File: src/rtl/timer_irq_ctrl_pkg.sv
// Shared definitions for the timer interrupt controller: register map,
// TCON bit positions and the interrupt-service FSM encoding.
package timer_irq_ctrl_pkg;

  localparam logic [31:0] OFF_TH   = 32'h0000_0000;
  localparam logic [31:0] OFF_TL   = 32'h0000_0004;
  localparam logic [31:0] OFF_TCON = 32'h0000_0008;

  localparam int TCON_RUN    = 0;
  localparam int TCON_IRQ_EN = 1;
  localparam int TCON_STATUS = 2;

  typedef enum logic {
    ST_IDLE    = 1'b0,
    ST_SERVICE = 1'b1
  } state_t;

  // Word-granular match: the two byte-offset bits never take part in decode.
  function automatic logic addr_hit(input logic [31:0] addr, input logic [31:0] reg_addr);
    return (addr & ~32'h3) == (reg_addr & ~32'h3);
  endfunction

endpackage

File: src/rtl/timer_irq_ctrl_counter.sv
// Reload timer datapath: TH reload value, TL up-counter, TCON control/status
// and overflow detection.
module timer_counter
  import timer_irq_ctrl_pkg::*;
(
  input  logic        clk,
  input  logic        reset,
  input  logic        i_th_we,
  input  logic        i_tl_we,
  input  logic        i_tcon_we,
  input  logic [31:0] i_wdata,
  output logic [31:0] o_th,
  output logic [31:0] o_tl,
  output logic [2:0]  o_tcon
);

  logic [31:0] r_th;
  logic [31:0] r_tl;
  logic        r_run;
  logic        r_irq_en;
  logic        r_status;
  logic        w_at_max;
  logic        w_overflow;

  assign w_at_max   = (r_tl == 32'hFFFF_FFFF);
  // A CPU store to TL pre-empts the counter, so it also suppresses overflow.
  assign w_overflow = r_run & w_at_max & ~i_tl_we;

  // NOTE: state registers use non-blocking assignments so every flop samples
  // pre-edge values; blocking here would create order-dependent races.
  always_ff @(posedge clk or negedge reset) begin
    if (!reset) begin
      r_th <= 32'h0;
    end else if (i_th_we) begin
      r_th <= i_wdata;
    end
  end

  always_ff @(posedge clk or negedge reset) begin
    if (!reset) begin
      r_tl <= 32'h0;
    end else if (i_tl_we) begin
      r_tl <= i_wdata;
    end else if (r_run) begin
      r_tl <= w_at_max ? r_th : r_tl + 32'd1;
    end
  end

  always_ff @(posedge clk or negedge reset) begin
    if (!reset) begin
      r_run    <= 1'b0;
      r_irq_en <= 1'b0;
      r_status <= 1'b0;
    end else begin
      if (i_tcon_we) begin
        r_run    <= i_wdata[TCON_RUN];
        r_irq_en <= i_wdata[TCON_IRQ_EN];
      end
      // Set has priority over a software clear so an interrupt is never lost.
      if (w_overflow && r_irq_en) begin
        r_status <= 1'b1;
      end else if (i_tcon_we && !i_wdata[TCON_STATUS]) begin
        r_status <= 1'b0;
      end
    end
  end

  assign o_th   = r_th;
  assign o_tl   = r_tl;
  assign o_tcon = {r_status, r_irq_en, r_run};

endmodule

File: src/rtl/timer_irq_ctrl.sv
// Memory-mapped timer with a single-level interrupt handshake: bus decode,
// read mux and the IDLE/SERVICE FSM around the timer_counter datapath.
module timer_irq_ctrl
  import timer_irq_ctrl_pkg::*;
#(
  parameter logic [31:0] BASE_ADDR = 32'h4000_0000
) (
  input  logic        clk,
  input  logic        reset,
  input  logic [31:0] addr,
  input  logic [31:0] wdata,
  input  logic        wr,
  input  logic        rd,
  output logic [31:0] rdata,
  input  logic        irq_ack,
  input  logic        irq_ret,
  output logic        irq,
  output logic        in_service
);

  localparam logic [31:0] TH_ADDR   = BASE_ADDR + OFF_TH;
  localparam logic [31:0] TL_ADDR   = BASE_ADDR + OFF_TL;
  localparam logic [31:0] TCON_ADDR = BASE_ADDR + OFF_TCON;

  logic        w_sel_th;
  logic        w_sel_tl;
  logic        w_sel_tcon;
  logic [31:0] w_th;
  logic [31:0] w_tl;
  logic [2:0]  w_tcon;
  state_t      r_state;
  state_t      w_state_nxt;

  assign w_sel_th   = addr_hit(addr, TH_ADDR);
  assign w_sel_tl   = addr_hit(addr, TL_ADDR);
  assign w_sel_tcon = addr_hit(addr, TCON_ADDR);

  timer_counter u_timer_counter (
    .clk       (clk),
    .reset     (reset),
    .i_th_we   (wr & w_sel_th),
    .i_tl_we   (wr & w_sel_tl),
    .i_tcon_we (wr & w_sel_tcon),
    .i_wdata   (wdata),
    .o_th      (w_th),
    .o_tl      (w_tl),
    .o_tcon    (w_tcon)
  );

  // NOTE: every always_comb output gets a default first so no path can
  // leave it unassigned and infer a latch.
  always_comb begin
    rdata = 32'h0;
    if (rd) begin
      if (w_sel_th) begin
        rdata = w_th;
      end else if (w_sel_tl) begin
        rdata = w_tl;
      end else if (w_sel_tcon) begin
        rdata = {29'h0, w_tcon};
      end
    end
  end

  always_ff @(posedge clk or negedge reset) begin
    if (!reset) begin
      r_state <= ST_IDLE;
    end else begin
      r_state <= w_state_nxt;
    end
  end

  always_comb begin
    w_state_nxt = r_state;
    case (r_state)
      ST_IDLE:    if (irq && irq_ack) w_state_nxt = ST_SERVICE;
      ST_SERVICE: if (irq_ret)        w_state_nxt = ST_IDLE;
      default:                        w_state_nxt = ST_IDLE;
    endcase
  end

  // Derived purely from registers, so there is no input-to-irq comb path.
  assign irq        = (r_state == ST_IDLE) & w_tcon[TCON_IRQ_EN] & w_tcon[TCON_STATUS];
  assign in_service = (r_state == ST_SERVICE);

endmodule

File: config.mk
export PLATFORM = sky130hd
export DESIGN_NAME = timer_irq_ctrl
export DESIGN_NICKNAME = d
export VERILOG_FILES = /design/src/rtl/timer_irq_ctrl_pkg.sv /design/src/rtl/timer_irq_ctrl_counter.sv /design/src/rtl/timer_irq_ctrl.sv
export SDC_FILE = /design/constraint.sdc
export NUM_CORES = 1
export LEC_CHECK = 0
export CAP_MARGIN = 20
export CORE_UTILIZATION = 50
export DETAILED_ROUTE_END_ITERATION = 10
export PLACE_DENSITY = 0.88
export SYNTH_ARGS = -nofsm -noshare
export SYNTH_HDL_FRONTEND = slang
export SYNTH_SLANG_ARGS = --single-unit
File: constraint.sdc
create_clock -name clk -period 2.91 [get_ports clk]
set_input_delay 0.582 -clock clk [delete_from_list [all_inputs] [get_ports clk]]
set_output_delay 0.582 -clock clk [all_outputs]
set_load 0.01 [all_outputs]
Word-level counts from Yosys, hierarchy flattened
Index checks and enable logic that the tools add are counted.
{ "totals": {"ff_bits": 68} }
{ "op_classes": {"eq_ne": 4, "add_sub_neg": 1, "muxes": 12, "n_bitwise": 9, "n_reduce_logical": 6} }
{ "ops": {"columns": ["operator", "count"], "rows": [
  ["$mux 32", 6],
  ["$eq 30x29->1 const B", 3],
  ["$add 32x1->32 const B", 1],
  ["$eq 32x32->1 const B", 1],
  ["$and 1x1->1", 7],
  ["$mux 1", 4],
  ["$reduce_bool 2->1", 2],
  ["$logic_and 1x1->1", 3],
  ["$mux 3", 1],
  ["$not 1->1", 2],
  ["$pmux 1 s2", 1],
  ["$logic_not 1->1", 1]
]} }

Logic depth before layout (Yosys ltp)
Gate-level depths: netlist of the first run.
{ "depth": {"ltp_word": 6, "mapped_depth": 9} }

Hierarchy
Synthesis of the first run repeated with hierarchy kept, for this count alone.
{ "unflattened": {"hier_cells": 472, "hier_area_um2": 4573.1} }
{ "by_module_without_submodules": {"columns": ["module", "cells_per_inst", "area_each_um2", "instances"], "rows": [
  ["timer_counter", 369, 3757.4, 1],
  ["timer_irq_ctrl", 103, 815.8, 1]
]} }

Least setup slack after synthesis of the first run
OpenSTA, ideal clock, no wires.
{ "synth_path": {"path_kind": "input to output", "start": "input port addr[13]", "end": "output port rdata[21]", "path_buffers": 2, "required_time_ns": 2.328, "arrival_time_ns": 2.136, "stages": 8, "setup_slack_ns": 0.192, "cell_sequence": "nor4b_1 -> nand4_1 -> nor2_1 -> nand2_1 -> or2_2 -> clkbuf_1 -> buf_1 -> nor2_1"} }
{ "synth_between": {"elab_chain_cells": 4, "word_cells_on_any_way": 5} }
{ "synth_rtl": {"columns": ["item", "line_no", "text"], "rows": [
  ["from (decl)", "timer_irq_ctrl.sv:10", "input logic [31:0] addr,"],
  ["$eq 30x29->1", "timer_irq_ctrl_pkg.sv:20", "return (addr & ~32'h3) == (reg_addr & ~32'h3);"],
  ["$mux 32", "timer_irq_ctrl.sv:57", "end else if (w_sel_tl) begin"],
  ["$mux 32 *", "timer_irq_ctrl.sv:55", "if (w_sel_th) begin"],
  ["$mux 32 *", "timer_irq_ctrl.sv:54", "if (rd) begin"],
  ["to (decl)", "timer_irq_ctrl.sv:14", "output logic [31:0] rdata,"]
]} }
Mark *: on every way between the ends. The rest lies on a longest branch, timed or not.

Worst setup path in the final report of the first run
{ "layout_path": {"start": "input port addr[17]", "end": "output port rdata[5]"} }
Same word-level chain as after synthesis.

==> impl_metrics.csv, run 1 <==
group,metric,value,unit
logic_synthesis,postSynth.asyncResetShare,100.0,%
detailed_routing,dr_wl_met2,6368,microns
logic_synthesis,synth_compound_area_share,13.72,%
detailed_routing,finalWirelength,12540,microns
detailed_routing,drt_iter0_drc,266,
logic_synthesis,syn_inst,459,
setup_path,cp.arrival,2.31,ns
logic_synthesis,synth_top_family_by_area,"simple AND/OR/NAND/NOR gates",
global_routing,grt_max_degree,41,
timing,hold_viol_final,0,
global_routing,grt-ovfl-total,0,
cts,clk_pin_slew,0.08,ns
logic_synthesis,synth_top_cell_area_share,39.96,%
layout,layout.nets,642,
cts,cts-htree-levels,3,
cts,cts-root-buf,"clkbuf_8",
timing,rsz0062_at_grt,"true",
logic_synthesis,synth_enable_flop_cells,0,
setup_path,crit_type,"in -> out",
power_and_ir_drop,fin_total_pwr,1.973,mW
setup_path,reg2reg_from,"u_timer_counter.o_tl[3]",
logic_synthesis,ys.flop_type,"dfrtp_1",
logic_synthesis,syn_avg_cell_area,9.276,sq um
setup_path,start_kind,"input port",
layout,drive_gt1_share,25.87,%
place,gp_congestion,0.8591,
floorplanning,io-pin-count,104,
timing,setup-violations-final,0,
logic_synthesis,yosysSeqAreaShare,39.96,%
detailed_routing,num_vias,4176,
setup_path,required,2.33,ns
setup_path,r2r_cells,7,
detailed_routing,vias_per_cell,6.132,
timing,min_period,2.890,ns
floorplanning,core,8217,sq um
cts,clock_sinks,68,
floorplanning,rows,33,
power_and_ir_drop,p_leak,2.654,nW
timing,fmax,346.0,MHz
global_routing,first_global_vias,4313,
timing,tightest_slew,0.8242,ns
setup_path,endpoint_kind,"primary output",
detailed_routing,ant_nets,0,
layout,syn_to_final_growth,36.09,%
timing,fin_crit_sh,99.32,%
job,max-cap-violations,0,
power_and_ir_drop,ir_worst_vdd,0.0002557,V
run_status,status,"completed",
detailed_routing,dr_wl_met3,735,microns
global_routing,grt.total_usage,29.89,%
place,dp_cells,654,
cts,cts_tree,"built",
detailed_routing,drc_errors,0,
logic_synthesis,yosys-mux-area-fraction,18.42,%
floorplanning,initial_core_util,51.82,%
logic_synthesis,ys_ff_latch,68,
cts,worstSkewPairLatency,0.35,ns
setup_path,r2r-end,"u_timer_counter.o_tl[3]",
logic_synthesis,ys_top_cells_by_area,"dfrtp_1 (40%), mux2i_1 (9.2%), mux2_2 (8.5%), nor2_1 (5.1%), a21oi_1 (3.5%)",
place,port_buffers,101,
detailed_routing,drtPass1Iterations,5,
timing,slew_headroom,45.06,%
place,dp_hpwl,8293,microns
detailed_routing,routedWlPerCell,18.42,microns
cts,cts_made_buffers,9,
logic_synthesis,yosys.area.top_type,"dfrtp_1",
logic_synthesis,yosys_warnings,0,
logic_synthesis,synth-xor-area-share,1.440,%
min_path,hp-class,"in -> async",
logic_synthesis,synthTopCellsByCount,"dfrtp_1 (68), nor2_1 (58), nand2_1 (40)",
layout,layout.cells.non_filler,681,
cts,ctsHoldBuffers,0,
detailed_routing,drt-met1-wl,5094,microns
setup_path,path_max_fanout,12,
floorplanning,dieWidth,94.28,microns
logic_synthesis,yosys.area_share.adder,0.2939,%
setup_path,ff2ff_setup_slack,0.56,ns
floorplanning,die-height,94.28,microns
detailed_routing,highest_layer,"met4",
timing,fin_setup_tns,0,ns
timing,drv_slew,0,
logic_synthesis,yosysMostFrequentCell,"dfrtp_1",
layout,n_antenna_cell,0,
timing,skew,0.009611,ns
logic_synthesis,syn_area,4258,sq um
global_routing,grt_pass1_wl,20400,microns
power_and_ir_drop,p_per_area,340.4,nW/um^2
global_routing,antenna_found_initial,0,
cts,clockBufferDepth,2,
floorplanning,die_area,8889,sq um
logic_synthesis,synth_simple_gate_area_share,22.13,%
logic_synthesis,synth.distinct_cells,55,
logic_synthesis,syn-num-nets,530,
state kept, by name (all words and copies together), names as in the netlist:
| register | count |
|---|---|
| u_timer_counter.r_run | 1 |
| in_service | 1 |
| u_timer_counter.r_status | 1 |
| u_timer_counter.o_tl | 32 |
| u_timer_counter.r_irq_en | 1 |
| u_timer_counter.o_th | 32 |
worst max path at each step:
stage / start / to / slack (ns) / depth (start not counted)
2_1_floorplan: addr[13] / rdata[21] / 0.19 / 8
3_3_place_gp: addr[13] / rdata[27] / -0.56 / 9
3_5_place_dp: addr[13] / rdata[20] / -0.60 / 9
4_1_cts: addr[24] / rdata[26] / -0.04 / 10
5_1_grt: addr[17] / rdata[29] / -0.02 / 9
6_report: addr[17] / rdata[5] / 0.02 / 9
critical path, cell delays in order:
cell,delay (ns)
dlygate4sd2_1,0.24
nor4_2,0.27
nand4_1,0.20
nor2_2,0.21
nand2_2,0.07
or2_4,0.30
buf_12,0.16
nor2_1,0.11
buf_2,0.14
cell type report:
class | count | area (sq um)
Clock buffer | 13 | 178.9
Clock inverter | 3 | 42.54
Fill cell | 642 | 2422
Inverter | 6 | 22.52
Multi-Input combinational cell | 354 | 2537
Sequential cell | 68 | 1702
Tap cell | 105 | 131.4
Timing Repair Buffer | 132 | 1180
layout by cell type (no fill, tap or decap), drive strengths merged, types with 25 or more instances in the layout:
master / instances
nand3: 25
nand2: 40
a21oi: 31
nor2: 58
buf: 62
mux2: 35
clkdlybuf4s50: 39
dlygate4sd2: 25
mux2i: 39
dfrtp: 68
power breakdown:
| group | total (mW) | internal (mW) | switching, mW |
|---|---|---|---|
| logic | 0.166 | 0.0938 | 0.0719 |
| registers | 0.944 | 0.944 | 0.0000538 |
| clock network | 0.863 | 0.488 | 0.374 |
metal layers:
layer  vias up  global-route usage, %
li1       1901                      -
met1      2064                  36.39
met2       181                  50.48
met3        30                  5.421
met4         0                  14.87
met5         -                      0
metrics by stage:
step / cell area [sq um] / setup WS, ns / hold slack [ns] / utilization (%)
floorplan: 4258 / 0.1917 / 0.2864 / -
global route: 5794 / -0.02189 / 0.3725 / 70.52
finish: 5794 / 0.01978 / 0.3183 / 70.52
detailed placement: 5488 / -0.5976 / 0.5068 / 66.79
global placement: 5488 / -0.5605 / 0.4999 / 66.79
CTS: 5712 / -0.03966 / 0.3307 / 69.51
logic make-up (layout without fill, tap and decap cells):
kind of cell,Yosys count,in the layout
adder cells (fa/ha/maj),1,1
AO/OA/AOI/OAI,93,93
flip-flops,68,68
buffers and inverters,37,154
multiplexers,74,74
AND/OR/NAND/NOR,179,179
XOR/XNOR,7,7
repair_timing:
| item | in CTS | in global routing |
|---|---|---|
| setup buffers | 9 | 2 |
| endpoints found under the setup margin | 32 | 49 |
| gates cloned | 1 | 0 |
| pin swaps | 9 | 11 |
| gates resized for setup | 143 | 45 |
(Power assumes the default switching activity.)
==> run 2: changes to the inputs <==
REMOVE_ABC_BUFFERS = 1   (was unset)
==> run 2 against run 1 <==
  * Combinational power about the same
  * Clock-buffer cell count is 3 lower
  * Global-route usage fell by 0.44 points
  * Non-clock buffer count shrank 4
  * Largest power group is now clock
==> impl_metrics.csv, run 2 (synthesis gave the netlist of run 1 again) <==
group,metric,value,unit
detailed_routing,vias_per_cell,6.100,
min_path,hp-class,"in -> async",
run_status,status,"completed",
global_routing,grt_pass1_wl,20000,microns
cts,cts-htree-levels,3,
floorplanning,rows,33,
timing,fin_crit_sh,98.91,%
timing,tightest_slew,0.7839,ns
cts,worstSkewPairLatency,0.36,ns
timing,hold_viol_final,0,
detailed_routing,drtPass1Iterations,6,
detailed_routing,num_vias,4130,
setup_path,path_max_fanout,9,
global_routing,grt.total_usage,29.45,%
setup_path,required,2.33,ns
place,placed_area,5503,sq um
floorplanning,die-height,94.28,microns
job,max-cap-violations,0,
power_and_ir_drop,fin_total_pwr,2.081,mW
place,gp_congestion,0.8705,
layout,final_cell_mix,"dfrtp_1 (68), clkdlybuf4s50_1 (42), nand2_1 (40)",
detailed_routing,ant_nets,0,
cts,clk_pin_slew,0.07,ns
global_routing,grt-ovfl-total,0,
floorplanning,core,8217,sq um
timing,slew_headroom,47.30,%
detailed_routing,finalWirelength,12470,microns
setup_path,cp.arrival,2.30,ns
detailed_routing,drc_errors,0,
setup_path,crit_path_top_delay_cell,"or2_4",
cts,cts_made_buffers,9,
layout,n_antenna_cell,0,
detailed_routing,drt_iter0_drc,361,
timing,skew,0.007673,ns
setup_path,endpoint_kind,"primary output",
setup_path,crit_top_cell,"nor2_2",
place,port_buffers,101,
floorplanning,die_area,8889,sq um
layout,layout.nets,638,
timing,setup-violations-final,0,
setup_path,crit_type,"in -> out",
floorplanning,io-pin-count,104,
detailed_routing,routedWlPerCell,18.42,microns
power_and_ir_drop,ir_worst_vdd,0.0002465,V
global_routing,grt_max_degree,41,
layout,drive_gt1_share,25.17,%
layout,nFillCells,612,
cts,cts-root-buf,"clkbuf_8",
global_routing,first_global_vias,4130,
setup_path,cp_cell_sequence,"dlygate4sd2_1, nor4b_2, nand4_1, nor2_2, nand2_1, or2_4, buf_12, nor2_2, buf_2",
setup_path,start_kind,"input port",
power_and_ir_drop,p_per_area,357.6,nW/um^2
timing,min_period,2.878,ns
cts,clock_sinks,68,
timing,drv_slew,0,
global_routing,antenna_found_initial,0,
place,dp_hpwl,8275,microns
cts,cts_tree,"built",
layout,final_common_cell,"dfrtp_1",
power_and_ir_drop,p_leak,2.640,nW
timing,fmax,347.4,MHz
floorplanning,initial_core_util,51.82,%
timing,rsz0062_at_grt,"true",
layout,fin_area,5821,sq um
layout,syn_to_final_growth,36.70,%
cts,clockBufferDepth,2,
setup_path,cpPeakStageDelay,0.33,ns
floorplanning,dieWidth,94.28,microns
[run 2: changes by cell type in the layout (fill, tap and decap cells not counted), sizes merged]
cell	previous run	this run
buf	62	58
clkbuf	13	10
clkdlybuf4s50	39	42
dlygate4sd2	25	22
bufinv	1	3
clkdlybuf4s15	0	2
dlymetal6s2s	6	4
clkinv	1	2
[run 2: stage by stage]
step | worst slack (ns) | setup TNS, ns | instances | utilization, % | hold WS [ns]
after floorplan | -1.959 | -97.71 | 428 | - | 0.2864
after global placement | -0.5674 | -16.20 | 656 | 66.97 | 0.4972
after detailed placement | -0.6332 | -17.49 | 656 | 66.97 | 0.5139
after CTS | -0.04534 | -0.1269 | 678 | 69.51 | 0.1972
after global routing | -0.04700 | -0.6431 | 677 | 70.84 | 0.2189
final | 0.03169 | 0 | 677 | 70.84 | 0.1956
[run 2: final timing paths]
| path | slack [ns] | startpoint | depth (start not counted) | end |
|---|---|---|---|---|
| setup / recovery | 0.03 | addr[13] | 9 | rdata[14] |
| hold / removal | 0.20 | reset | 1 | u_timer_counter.o_th[28] |
| setup reg to reg | 0.53 | u_timer_counter.o_tl[7] | 6 | u_timer_counter.o_tl[29] |
| hold reg to reg | 0.53 | u_timer_counter.o_th[8] | 1 | u_timer_counter.o_th[8] |
| max in group asynchronous | 1.95 | reset | 2 | u_timer_counter.o_tl[30] |
| min in group clk | 0.53 | u_timer_counter.o_th[8] | 1 | u_timer_counter.o_th[8] |
[run 2: cell type report]
type,count,area (sq um),share of cell area (%)
clock buffers,10,137.6,2.365
repair buffers,128,1186,20.38
multi-input cells,354,2530,43.47
flip-flops and latches,68,1702,29.23
clock inverters,6,111.4,1.913
well taps,105,131.4,2.257
inverters,6,22.52,0.3869
[run 2: metal layers]
metal	vias up	global-route usage (%)	wire (microns)
li1	1897	-	-
met1	1993	36.10	4921
met2	204	50.24	6317
met3	36	4.531	889
met4	0	14.23	343
met5	-	0	0
[run 2: what timing repair did]
item,CTS,global route
resized for setup,150,38
setup buffers,4,0
hold buffers,0,0
endpoints found under the setup margin,32,30
cloned,2,0
pin swaps,6,12
[run 2: worst max-delay path, delay by kind of cell]
family,cells,cell delay [ns]
simple gates,6,1.15
buf+inv,3,0.55
[run 2: report_power, final]
group	switching [mW]	leakage (nW)	internal, mW
clock network	0.378	0.122	0.592
registers	0.0000550	0.815	0.944
logic	0.0726	1.70	0.0939
total	0.451	2.64	1.63
==> run 3: changes to the inputs <==
CAP_MARGIN = unset   (was 20)
==> results of run 3 <==
Same layout as run 2: the final DEF is identical, and so are final timing and power.
